`config.mk`:
```
export PLATFORM = sky130hd
export DESIGN_NAME = pcm_uart_tx_flat
export DESIGN_NICKNAME = d
export VERILOG_FILES = /design/src/rtl/cic_pkg.sv /design/src/rtl/pcm_uart_tx_if.sv /design/src/rtl/pcm_uart_tx_fifo.sv /design/src/rtl/pcm_uart_tx.sv /design/src/flat_wrapper.sv
export SDC_FILE = /design/constraint.sdc
export NUM_CORES = 1
export LEC_CHECK = 0
export ABC_CLOCK_PERIOD_IN_PS = 2800
export CORE_ASPECT_RATIO = 0.75
export CORE_UTILIZATION = 54
export CTS_CLUSTER_SIZE = 10
export DETAILED_ROUTE_END_ITERATION = 8
export PLACE_DENSITY = 0.75
export SYNTH_ARGS = -nofsm -noshare
export SYNTH_HDL_FRONTEND = slang
export SYNTH_SLANG_ARGS = --single-unit
```
`constraint.sdc`:
```
create_clock -name clk -period 2.8 [get_ports clk]
set_input_delay 0.42 -clock clk [delete_from_list [all_inputs] [get_ports clk]]
set_output_delay 0.42 -clock clk [all_outputs]
set_load 0.05 [all_outputs]
```
`src/rtl/cic_pkg.sv`:
```
// Shared definitions for the PCM-to-UART streaming path.
// Contents: sync byte, bytes per frame, UART FSM state type, and a helper
// that picks one byte out of a frame word (byte 0 is the most significant).
package cic_pkg;

  localparam logic [7:0] SYNC_BYTE   = 8'hA5;
  localparam int         FRAME_BYTES = 4;

  typedef enum logic [1:0] {
    IDLE,
    START,
    DATA,
    STOP
  } uart_state_t;

  function automatic logic [7:0] frame_byte(input logic [8*FRAME_BYTES-1:0] frame,
                                            input logic [1:0]               idx);
    return frame[8*(FRAME_BYTES-1-int'(idx)) +: 8];
  endfunction

endpackage

```
`src/rtl/pcm_uart_tx_if.sv`:
```
// Sample-in / UART-out bundle for pcm_uart_tx.
//   in_stb, in_val : sample strobe and value from the CIC decimator
//   tx, busy       : UART serial line (idle high) and frame-in-progress flag
//   level          : FIFO occupancy
//   overflow       : sticky sample-dropped flag
// master = sample source / observer, slave = pcm_uart_tx.
interface pcm_uart_tx_if #(
  parameter int WIDTH = 24,
  parameter int DEPTH = 4
);
  localparam int LW = $clog2(DEPTH) + 1;

  logic             in_stb;
  logic [WIDTH-1:0] in_val;
  logic             tx;
  logic             busy;
  logic [LW-1:0]    level;
  logic             overflow;

  modport master (output in_stb, in_val, input tx, busy, level, overflow);
  modport slave  (input in_stb, in_val, output tx, busy, level, overflow);
endinterface

```
`src/rtl/pcm_uart_tx_fifo.sv`:
```
// Synchronous FIFO with first-word-fall-through read.
//   clk, reset : clock, asynchronous active-high reset
//   wr_en      : write request; accepted when not full or when a read
//                happens on the same edge
//   wr_data    : write data
//   rd_en      : read request; ignored when empty
//   rd_data    : head entry, valid whenever empty is low
//   full/empty : occupancy flags
//   level      : occupancy count (0..DEPTH)
module sync_fifo #(
  parameter int WIDTH = 24,
  parameter int DEPTH = 4
) (
  input  logic                     clk,
  input  logic                     reset,
  input  logic                     wr_en,
  input  logic [WIDTH-1:0]         wr_data,
  input  logic                     rd_en,
  output logic [WIDTH-1:0]         rd_data,
  output logic                     full,
  output logic                     empty,
  output logic [$clog2(DEPTH):0]   level
);
  localparam int AW = $clog2(DEPTH);
  localparam logic [AW:0] FULL_LVL = (AW+1)'(DEPTH);

  logic [WIDTH-1:0] mem [DEPTH];
  logic [AW-1:0]    wr_ptr;
  logic [AW-1:0]    rd_ptr;
  logic [AW:0]      count;
  logic             do_wr;
  logic             do_rd;

  assign full    = (count == FULL_LVL);
  assign empty   = (count == '0);
  assign level   = count;
  assign rd_data = mem[rd_ptr];

  assign do_rd = rd_en && !empty;
  // A read on the same edge frees the slot the write needs.
  assign do_wr = wr_en && (!full || do_rd);

  always_ff @(posedge clk) begin
    if (do_wr) mem[wr_ptr] <= wr_data;
  end

  // DEPTH is a power of two, so the pointers wrap by natural overflow.
  always_ff @(posedge clk or posedge reset) begin
    if (reset) begin
      wr_ptr <= '0;
      rd_ptr <= '0;
      count  <= '0;
    end else begin
      if (do_wr) wr_ptr <= wr_ptr + 1'b1;
      if (do_rd) rd_ptr <= rd_ptr + 1'b1;
      case ({do_wr, do_rd})
        2'b10:   count <= count + 1'b1;
        2'b01:   count <= count - 1'b1;
        default: count <= count;
      endcase
    end
  end

endmodule

```
`src/rtl/pcm_uart_tx.sv`:
```
// Streams decimated PCM samples off-chip as 8N1 UART frames.
// Each sample becomes a 4-byte frame: 0xA5, then sample bits [23:16],
// [15:8], [7:0]; every byte is sent LSB first.
//   clk, reset : clock, asynchronous active-high reset
//   bus        : sample strobe/value in; tx, busy, level, overflow out
//
//   state | meaning
//   IDLE  | line high, waiting for a buffered sample
//   START | start bit (low) of the current byte
//   DATA  | data bits of the current byte, LSB first
//   STOP  | stop bit (high); then next byte, next frame, or IDLE
module pcm_uart_tx
  import cic_pkg::*;
#(
  parameter int WIDTH        = 24,
  parameter int DEPTH        = 4,
  parameter int CLKS_PER_BIT = 16
) (
  input  logic         clk,
  input  logic         reset,
  pcm_uart_tx_if.slave bus
);
  localparam int FW = 8 * FRAME_BYTES;
  localparam int CW = (CLKS_PER_BIT > 2) ? $clog2(CLKS_PER_BIT) : 1;
  localparam logic [CW-1:0] BAUD_LOAD = CW'(CLKS_PER_BIT - 1);
  localparam logic [1:0]    LAST_BYTE = 2'(FRAME_BYTES - 1);

  uart_state_t       state, nxt_state;
  logic [CW-1:0]     baud_cnt, nxt_baud;
  logic [2:0]        bit_idx, nxt_bit;
  logic [1:0]        byte_idx, nxt_byte;
  logic [FW-1:0]     frame, nxt_frame;
  logic              tx_r, nxt_tx;
  logic              busy_r, nxt_busy;
  logic              ovf_r;

  logic              pop;
  logic              baud_done;
  logic [7:0]        cur_byte;
  logic [2:0]        bit_inc;
  logic [WIDTH-1:0]  head;
  logic              fifo_full;
  logic              fifo_empty;
  logic [$clog2(DEPTH):0] fifo_level;

  sync_fifo #(.WIDTH(WIDTH), .DEPTH(DEPTH)) u_fifo (
    .clk     (clk),
    .reset   (reset),
    .wr_en   (bus.in_stb),
    .wr_data (bus.in_val),
    .rd_en   (pop),
    .rd_data (head),
    .full    (fifo_full),
    .empty   (fifo_empty),
    .level   (fifo_level)
  );

  assign baud_done = (baud_cnt == '0);
  assign cur_byte  = frame_byte(frame, byte_idx);
  assign bit_inc   = bit_idx + 3'd1;

  always_comb begin
    nxt_state = state;
    nxt_baud  = baud_cnt;
    nxt_bit   = bit_idx;
    nxt_byte  = byte_idx;
    nxt_frame = frame;
    nxt_tx    = tx_r;
    nxt_busy  = busy_r;
    pop       = 1'b0;

    case (state)
      IDLE: begin
        nxt_tx   = 1'b1;
        nxt_busy = 1'b0;
        if (!fifo_empty) begin
          pop       = 1'b1;
          nxt_frame = {SYNC_BYTE, head};
          nxt_byte  = '0;
          nxt_baud  = BAUD_LOAD;
          nxt_state = START;
          nxt_tx    = 1'b0;
          nxt_busy  = 1'b1;
        end
      end
      START: begin
        if (baud_done) begin
          nxt_state = DATA;
          nxt_bit   = '0;
          nxt_baud  = BAUD_LOAD;
          nxt_tx    = cur_byte[0];
        end else begin
          nxt_baud = baud_cnt - 1'b1;
        end
      end
      DATA: begin
        if (baud_done) begin
          nxt_baud = BAUD_LOAD;
          if (bit_idx == 3'd7) begin
            nxt_state = STOP;
            nxt_tx    = 1'b1;
          end else begin
            nxt_bit = bit_inc;
            nxt_tx  = cur_byte[bit_inc];
          end
        end else begin
          nxt_baud = baud_cnt - 1'b1;
        end
      end
      STOP: begin
        if (baud_done) begin
          if (byte_idx != LAST_BYTE) begin
            nxt_byte  = byte_idx + 2'd1;
            nxt_baud  = BAUD_LOAD;
            nxt_state = START;
            nxt_tx    = 1'b0;
          end else if (!fifo_empty) begin
            // Back-to-back frame: reload straight into START, no idle bit.
            pop       = 1'b1;
            nxt_frame = {SYNC_BYTE, head};
            nxt_byte  = '0;
            nxt_baud  = BAUD_LOAD;
            nxt_state = START;
            nxt_tx    = 1'b0;
          end else begin
            nxt_state = IDLE;
            nxt_tx    = 1'b1;
            nxt_busy  = 1'b0;
          end
        end else begin
          nxt_baud = baud_cnt - 1'b1;
        end
      end
      default: begin
        nxt_state = IDLE;
        nxt_tx    = 1'b1;
        nxt_busy  = 1'b0;
      end
    endcase
  end

  always_ff @(posedge clk or posedge reset) begin
    if (reset) begin
      state    <= IDLE;
      baud_cnt <= '0;
      bit_idx  <= '0;
      byte_idx <= '0;
      frame    <= '0;
      tx_r     <= 1'b1;
      busy_r   <= 1'b0;
    end else begin
      state    <= nxt_state;
      baud_cnt <= nxt_baud;
      bit_idx  <= nxt_bit;
      byte_idx <= nxt_byte;
      frame    <= nxt_frame;
      tx_r     <= nxt_tx;
      busy_r   <= nxt_busy;
    end
  end

  // Sample lost: strobe while full with no pop freeing a slot.
  always_ff @(posedge clk or posedge reset) begin
    if (reset)                                  ovf_r <= 1'b0;
    else if (bus.in_stb && fifo_full && !pop)   ovf_r <= 1'b1;
  end

  assign bus.tx       = tx_r;
  assign bus.busy     = busy_r;
  assign bus.level    = fifo_level;
  assign bus.overflow = ovf_r;

endmodule

```
`src/flat_wrapper.sv`:
```
// flat-port wrapper written by rule: the top's interface ports become plain ports
module pcm_uart_tx_flat import cic_pkg::*;
#(
  parameter int WIDTH        = 24,
  parameter int DEPTH        = 4,
  parameter int CLKS_PER_BIT = 16
)
  (clk, reset, bus_in_stb, bus_in_val, bus_tx, bus_busy, bus_level, bus_overflow);
  pcm_uart_tx_if #(.WIDTH(WIDTH), .DEPTH(DEPTH)) bus_i ();
  input  logic clk;
  input  logic reset;
  input wire logic [$bits(bus_i.in_stb)-1:0] bus_in_stb;
  input wire logic [$bits(bus_i.in_val)-1:0] bus_in_val;
  output wire logic [$bits(bus_i.tx)-1:0] bus_tx;
  output wire logic [$bits(bus_i.busy)-1:0] bus_busy;
  output wire logic [$bits(bus_i.level)-1:0] bus_level;
  output wire logic [$bits(bus_i.overflow)-1:0] bus_overflow;
  assign bus_i.in_stb = bus_in_stb;
  assign bus_i.in_val = bus_in_val;
  assign bus_tx = bus_i.tx;
  assign bus_busy = bus_i.busy;
  assign bus_level = bus_i.level;
  assign bus_overflow = bus_i.overflow;
  pcm_uart_tx #(.WIDTH(WIDTH), .DEPTH(DEPTH), .CLKS_PER_BIT(CLKS_PER_BIT)) u_core (.clk(clk), .reset(reset), .bus(bus_i));
endmodule
```
==> summary.txt, run 1 <==
Yosys
  – Top cell type's share of synthesized area: 0.477
  – Sequential share of the synthesized area: 0.668
  – Yosys top cell by area: edfxtp_1
  – Netlist Area Pre-Place: roughly 6000 um^2
  – Post-synth cell types: 55
  – Ys Warns: 0
  – Mean Syn Cell Area: between 15 and 20 um^2
  – Main synth FF type: edfxtp_1
  – Synthesized net count: 403
  – EDFF count, synth: between 90 and 100
  – Cells taking the most area after synthesis: edfxtp_1, dfrtp_1, mux4_2, mux2_2, ha_1
  – Async SR Flop Fraction: 0.324
  – #FFs+latches synth: 142
  – Synth Instances: 361

Setup path
  – Max incr delay on CP: 0.49 ns
  – Critical Path Stages: 9
  – Worst r2r dst: u_core.u_fifo.level[2]
  – CP startpoint: u_core.baud_cnt[0]
  – Worst Setup Path Type: reg2reg
  – Crit end category: flop
  – Critical path's slowest cell: or4_1
  – R2R depth: 9
  – Worst path bufs/invs: 1
  – CP max FO: 6
  – Crit-path leading delay family: simple AND/OR/NAND/NOR gates
  – Flop-to-flop setup slack: ~0.26 ns
  – Worst-path cell chain: inv_1 -> ha_1 -> nor3b_4 -> a31oi_2 -> nor2_1 -> nand2_1 -> fa_1 -> or4_1 -> o211ai_1
  – Reg-to-Reg Start: u_core.baud_cnt[0]
  – Startpoint types: flop
  – Critical Path RT: 3.13 ns
  – Crit path arrival time: 2.88 ns

GRT
  – Number of global-route vias before repair: around 3.4k
  – Maximum number of pins on one net before global-route repair: 27
  – First-pass GRT wire length: 17900 um
  – Initial antenna violation count: 0
  – Global route total overflow: 0
  – Tot GR Track Use: 0.218

Route
  – DR WL/cell: 19.9 um
  – Vias/cell: approximately 5.8
  – Final wirelength: 11200 um
  – Post-route DRC: 0
  – DR vias: approximately 3.3k
  – Final ANT Viol Nets: 0
  – Iteration-0 DRC count of the detailed router: slightly below 200
  – Initial DRT Pass Iterations: 4

Place
  – Post-DP HPWL: 6900 um
  – Port Buffers: 32
  – GPL Wtd Cong: about 0.81
  – Pre-CTS setup slack: 0.269 ns

Run status
  – Status: finished, final reports clean

STA
  – Setup TNS: 0 ns
  – Post-route minimum period: around 2.5 ns
  – Final hold violation count: 0
  – Worst hold slack: between 0.3 and 0.4 ns
  – Max Clk Rate: just under 400 MHz
  – RSZ-0062 raised after global routing: false
  – Fin crit share: 0.907
  – Worst-margin pin slew: just over 0.5 ns
  – Count of final setup violators: 0
  – Rel. slew slack: 0.655
  – Skew final: just over 0.008 ns
  – Setup slack after layout: ~0.26 ns
  – Slew Viols, Final: 0

Clock network
  – Clk slew on worst S/H paths: roughly 0.060 ns
  – Clk_lat worst skew: approximately 0.42 ns
  – CTS Buf Count: 17
  – Max clock buf depth: 2
  – H-tree depth: 4
  – Post-CTS setup buffer count: 0
  – Cts hold-fix bufs: 0
  – Root buf cell: clkbuf_16
  – CTS Sinks: ~140
  – Post-CTS Resized: 0
  – Clock tree from TritonCTS: done

Floorplan
  – Die area: about 12000 um^2
  – Ports: 33
  – Initial Util: 0.554
  – Core footprint: 10900 um^2
  – Chip height: a little over 90 um
  – Row count: 33
  – Die W: about 120 um

Power and ir drop
  – Leak pwr: 2.62 nW
  – Reg power frac: 0.382
  – P per Cell Area: 1180 nW/um^2
  – Pint: about 5.7 mW
  – Switch share: 0.326
  – Peak supply drop: about 0.00062 V
  – Sw Pwr: 2.77 mW
  – Combinational share of power: 0.342
  – Clock power frac: 0.276

Finish
  – Fillers: roughly 760
  – Inserted Diodes: 0
  – Commonest non-fill, non-tap cell in the layout: edfxtp_1
  – Layout Nets: 452
  – Commonest cells after routing, fill and taps aside: edfxtp_1, dfrtp_1, clkdlybuf4s50_1
  – Layout cell share with drive strength beyond 1: 0.243
  – Area grow syn2layout: 19.5%

Run
  – Max-Cap Viols: 0

Worst hold path
  – HP Class: in2async
kinds of logic (layout without fill, tap and decap cells):
| logic type | Yosys count | count (layout) | synth area share |
|---|---|---|---|
| flip-flops | 142 | 142 | 0.668 |
| AO/OA/AOI/OAI | 61 | 61 | 0.0696 |
| adder cells (fa/ha/maj) | 15 | 15 | 0.0323 |
| buffers and inverters | 31 | 93 | 0.0215 |
| multiplexers | 59 | 59 | 0.157 |
| AND/OR/NAND/NOR | 49 | 49 | 0.0452 |
| XOR/XNOR | 4 | 4 | 0.00580 |
sequential cells by signal, indices dropped and copies added (netlist names):
signal                cells
u_core.u_fifo.mem        96
u_core.frame             25
u_core.baud_cnt           4
u_core.bit_idx            3
u_core.u_fifo.level       3
u_core.byte_idx           2
u_core.state              2
u_core.u_fifo.rd_ptr      2
u_core.u_fifo.wr_ptr      2
u_core.bus.busy           1
u_core.bus.overflow       1
u_core.bus.tx             1
worst register-to-register path, delay by kind of cell (launching register included):
kind | cells | cell delay, ns
AO/OA/AOI/OAI | 2 | 0.26
adder cells (fa/ha/maj) | 2 | 0.60
buffers and inverters | 1 | 0.11
flip-flops | 1 | 0.41
AND/OR/NAND/NOR | 4 | 1.08
layer usage:
layer	vias up	GRT usage	routed length, um
met1	1682	0.297	5150
met4	0	0.0734	106
li1	1506	-	-
met2	69	0.337	5480
met5	-	0	0
met3	13	0.0634	432
worst max-delay path by stage:
stage | endpoint | slack, ns
final | u_core.u_fifo.level[2] | 0.26
after global routing | u_core.u_fifo.level[2] | 0.14
after CTS | u_core.u_fifo.level[2] | 0.25
after detailed placement | u_core.u_fifo.level[2] | 0.27
after global placement | u_core.u_fifo.level[2] | 0.43
after floorplan | u_core.u_fifo.mem[1][0] | 0.06
power by group through the flow:
stage | clock (mW) | sequential, mW | combinational (mW)
global placement | 0 | 3.23 | 2.82
finish | 2.34 | 3.25 | 2.91
detailed placement | 0 | 3.27 | 2.90
CTS | 2.38 | 3.24 | 2.93
floorplan | 0 | 3.31 | 2.03
global route | 2.47 | 3.30 | 3.17
final cells by class:
| type | count | area, um^2 | area share |
|---|---|---|---|
| Inverter | 16 | 60.1 | 0.00832 |
| Tap cell | 140 | 175 | 0.0243 |
| Clock inverter | 10 | 125 | 0.0173 |
| Clock buffer | 22 | 507 | 0.0702 |
| Sequential cell | 142 | 4040 | 0.559 |
| Timing Repair Buffer | 45 | 430 | 0.0596 |
| Multi-Input combinational cell | 188 | 1880 | 0.261 |
per-stage QoR:
step / cells / utilization / cell area (um^2) / total power [mW]
finish: 563 / 0.662 / 7220 / 8.50
global route: 563 / 0.662 / 7220 / 8.94
CTS: 563 / 0.662 / 7220 / 8.55
detailed placement: 531 / 0.604 / 6590 / 6.17
global placement: 531 / 0.604 / 6590 / 6.05
floorplan: 361 / - / 6040 / 5.35
Yosys cell counts (2+ instances only):
library cell,count
edfxtp_1,96
dfrtp_1,45
mux4_2,26
mux2_2,19
inv_1,16
a21oi_1,15
ha_1,14
nand2_1,14
o21ai_0,12
nor2_1,10
mux2_1,9
clkbuf_1,7
nand3_1,6
a22o_1,5
buf_2,5
mux2i_1,5
a31oi_1,4
nor2b_1,4
a211oi_1,3
nand2b_1,3
o22a_1,3
xnor2_1,3
a21o_1,2
a221oi_1,2
buf_4,2
o31ai_1,2
Note: power is estimated with default switching activity, not from simulation.
==> run 2: changes to the inputs <==
--- a/config.mk
+++ b/config.mk
@@ -13,4 +13,5 @@
 export PLACE_DENSITY = 0.75
 export SYNTH_ARGS = -nofsm -noshare
 export SYNTH_HDL_FRONTEND = slang
+export SYNTH_HIERARCHICAL = 1
 export SYNTH_SLANG_ARGS = --single-unit
==> run 2 against run 1 <==
  * Synthesized area grew 1.6%
  * Total power decreased by 32%
  * Via count up 1.0%
  * Routed wire length grew 3.5%
  * Highest routed layer unchanged
==> summary.txt, run 2 <==
Route
  – Initial DRT Pass Iterations: 7 (+3)
  – Final ANT Viol Nets: 0 (unchanged)
  – Metal1 wirelength: 5100 um (-1.0%)
  – Max Used Layer: met4
  – Vias/cell: 5.83 (+0.33%)
  – DR WL/cell: 20.4 um (+2.7%)
  – Final wirelength: 11600 um (+3.5%)
  – Iteration-0 DRC count of the detailed router: 278 (+43%)
  – DR WL met2: 5720 um (+4.2%)
  – Met3 wire length: 583 um (+35%)
  – Post-route DRC: 0 (unchanged)
  – DR vias: 3304 (+1.0%)

Floorplan
  – Core footprint: 11000 um^2 (+0.76%)
  – Row count: 33 (unchanged)
  – Ports: 33 (unchanged)
  – Die W: 125 um (+0.79%)
  – Die area: 11800 um^2 (+1.6%)
  – Chip height: 94.3 um (+0.79%)
  – Initial Util: 0.559 (+0.00472)

Yosys
  – EDFF count, synth: 96 (unchanged)
  – Yosys top cell by area: edfxtp_1
  – Synthesized net count: 405 (+0.50%)
  – Netlist Area Pre-Place: 6140 um^2 (+1.6%)
  – Ys Warns: 6 (+6)
  – Async SR Flop Fraction: 0.324 (unchanged)
  – Mean Syn Cell Area: 16.9 um^2 (+0.78%)
  – Top cell type's share of synthesized area: 0.470 (-0.00759)
  – Cells taking the most area after synthesis: edfxtp_1, dfrtp_1, mux4_2, mux2_1, ha_1
  – Most frequent cell after synthesis: edfxtp_1
  – #FFs+latches synth: 142 (unchanged)
  – Post-synth cell types: 51 (-7.3%)
  – Sequential share of the synthesized area: 0.657 (-0.0106)
  – Post-synth top cells: edfxtp_1, dfrtp_1, mux4_2
  – Main synth FF type: edfxtp_1
  – Synth Instances: 364 (+0.83%)

Clock network
  – H-tree depth: 4 (unchanged)
  – CTS Sinks: 142 (unchanged)
  – Clk_lat worst skew: 0.42 ns (about the same)
  – Clock tree from TritonCTS: done
  – CTS Buf Count: 17 (unchanged)
  – Root buf cell: clkbuf_16
  – Clk slew on worst S/H paths: 0.06 ns (about the same)
  – Cts hold-fix bufs: 0 (unchanged)
  – Max clock buf depth: 2 (unchanged)
  – Post-CTS setup buffer count: 0 (unchanged)

Setup path
  – Crit end category: flop
  – Max incr delay on CP: 0.42 ns (-0.07 ns)
  – Worst r2r dst: u_core/u_fifo/level[2]
  – R2R depth: 12 (+3)
  – Critical Path RT: 3.14 ns (about the same)
  – Reg-to-Reg Start: u_core/baud_cnt[0]
  – CP max FO: 5 (-1)
  – Crit path arrival time: 2.99 ns (+0.11 ns)
  – Startpoint types: flop
  – Worst-path cell chain: inv_1 -> ha_1 -> nor3b_4 -> nand3_2 -> a211oi_2 -> o31a_2 -> ha_1 -> inv_1 -> fa_1 -> xor2_1 -> nor2_1 -> xor2_1
  – Flop-to-flop setup slack: 0.15 ns (-0.11 ns)
  – CP startpoint: u_core/baud_cnt[0]
  – Crit-path leading delay family: adder cells
  – Worst Setup Path Type: reg2reg
  – Worst path bufs/invs: 2 (+1)
  – Critical path's slowest cell: dfrtp_1

Finish
  – Commonest cells after routing, fill and taps aside: edfxtp_1, dfrtp_1, clkdlybuf4s50_1
  – Layout Nets: 455 (+0.66%)
  – Multi-input logic area: 1890 um^2 (+0.33%)
  – Commonest non-fill, non-tap cell in the layout: edfxtp_1
  – Register area: 4040 um^2 (unchanged)
  – Largest register FFs: 96 (unchanged)
  – Layout cell share with drive strength beyond 1: 0.230 (-0.0140)
  – Inserted Diodes: 0 (unchanged)
  – Area grow syn2layout: 18.6%
  – Register with the most flip-flops: u_core/u_fifo/mem
  – Fillers: 751 (-0.79%)
  – Post-route cell area: 7280 um^2 (+0.85%)
  – Biggest regs: u_core/u_fifo/mem x96, u_core/frame x25, u_core/baud_cnt x4

GRT
  – Initial antenna violation count: 0 (unchanged)
  – Tot GR Track Use: 0.217 (-0.00139)
  – Number of global-route vias before repair: 3542 (+4.8%)
  – First-pass GRT wire length: 18400 um (+3.3%)
  – Maximum number of pins on one net before global-route repair: 40 (+48%)
  – Global route total overflow: 0 (unchanged)

STA
  – Rel. slew slack: 0.651 (-0.00394)
  – Final hold violation count: 0 (unchanged)
  – Max Clk Rate: 377 MHz (-4.3%)
  – Worst hold slack: 0.291 ns (-0.0642 ns)
  – Skew final: 0.0120 ns (+0.00383 ns)
  – Worst-margin pin slew: 0.524 ns (+0.00667 ns)
  – Slew Viols, Final: 0 (unchanged)
  – Fin crit share: 0.948 (+0.0406)
  – Count of final setup violators: 0 (unchanged)
  – Post-route minimum period: 2.65 ns (+0.114 ns)
  – Setup TNS: 0 ns (unchanged)

Run
  – Max-Cap Viols: 0 (unchanged)

Power and ir drop
  – P per Cell Area: 799 nW/um^2 (-32%)
  – Peak supply drop: 0.000484 V (-22%)
  – Total power: 5.81 mW (-32%)
  – Leak pwr: 2.64 nW (+0.93%)

Place
  – Dpl cell area: 6660 um^2 (+1.1%)
  – Post-DP HPWL: 6870 um (-0.37%)
  – GPL Wtd Cong: 0.793 (-2.7%)
  – Port Buffers: 32 (unchanged)

Run status
  – Status: finished, final reports clean

Worst hold path
  – HP Class: in2async
run 2: report_power, final:
group | total [mW] | switching (mW) | internal (mW)
Combinational | 0.793 | 0.465 | 0.327
Clock | 2.31 | 0.897 | 1.42
Sequential | 2.71 | 0.105 | 2.60
Total | 5.81 | 1.47 | 4.35
run 2: metrics by stage:
stage               instances  utilization  setup WS, ns
finish                    567        0.663         0.145
floorplan                 364            -       0.00837
global placement          535        0.606         0.206
CTS                       567        0.662         0.102
global route              567        0.663       -0.0267
detailed placement        535        0.606         0.124
run 2: metal layers:
layer / vias up / GRT usage
met3: 14 / 0.0575
li1: 1512 / -
met2: 75 / 0.358
met5: - / 0
met1: 1703 / 0.277
met4: 0 / 0.0884
run 2: area by class of cell:
cell class | instances | share of cell area
Clock buffer | 18 | 0.0590
Clock inverter | 14 | 0.0251
Inverter | 18 | 0.00928
Multi-Input combinational cell | 186 | 0.260
Sequential cell | 142 | 0.554
Tap cell | 140 | 0.0241
Timing Repair Buffer | 49 | 0.0684
run 2: logic make-up after synthesis:
kind of cell	synth area share
muxes	0.157
adders and majority gates	0.0298
AOI/OAI and AO/OA	0.0677
and+or+nand+nor	0.0420
buffers and inverters	0.0371
DFF	0.657
xor gates and xnor gates	0.00856
run 2: worst max path at each step:
stage,slack (ns),end,cells after the start
3_3_place_gp,0.21,u_core/u_fifo/level[2],12
6_report,0.15,u_core/u_fifo/level[2],12
4_1_cts,0.10,u_core/u_fifo/level[2],14
2_1_floorplan,0.008,u_core/u_fifo/level[2],12
3_5_place_dp,0.12,u_core/u_fifo/level[2],14
5_1_grt,-0.03,u_core/u_fifo/level[2],12
run 2: what timing repair did:
action	in CTS	in global routing
setup endpoints to repair	0	2
endpoints found under the hold margin	0	0
gates resized for setup	0	2
==> run 3: changes to the inputs <==
--- a/config.mk
+++ b/config.mk
@@ -13,5 +13,4 @@
 export PLACE_DENSITY = 0.75
 export SYNTH_ARGS = -nofsm -noshare
 export SYNTH_HDL_FRONTEND = slang
-export SYNTH_HIERARCHICAL = 1
 export SYNTH_SLANG_ARGS = --single-unit
==> results of run 3 <==
No change in the layout: final DEF, timing and power equal those of run 1.
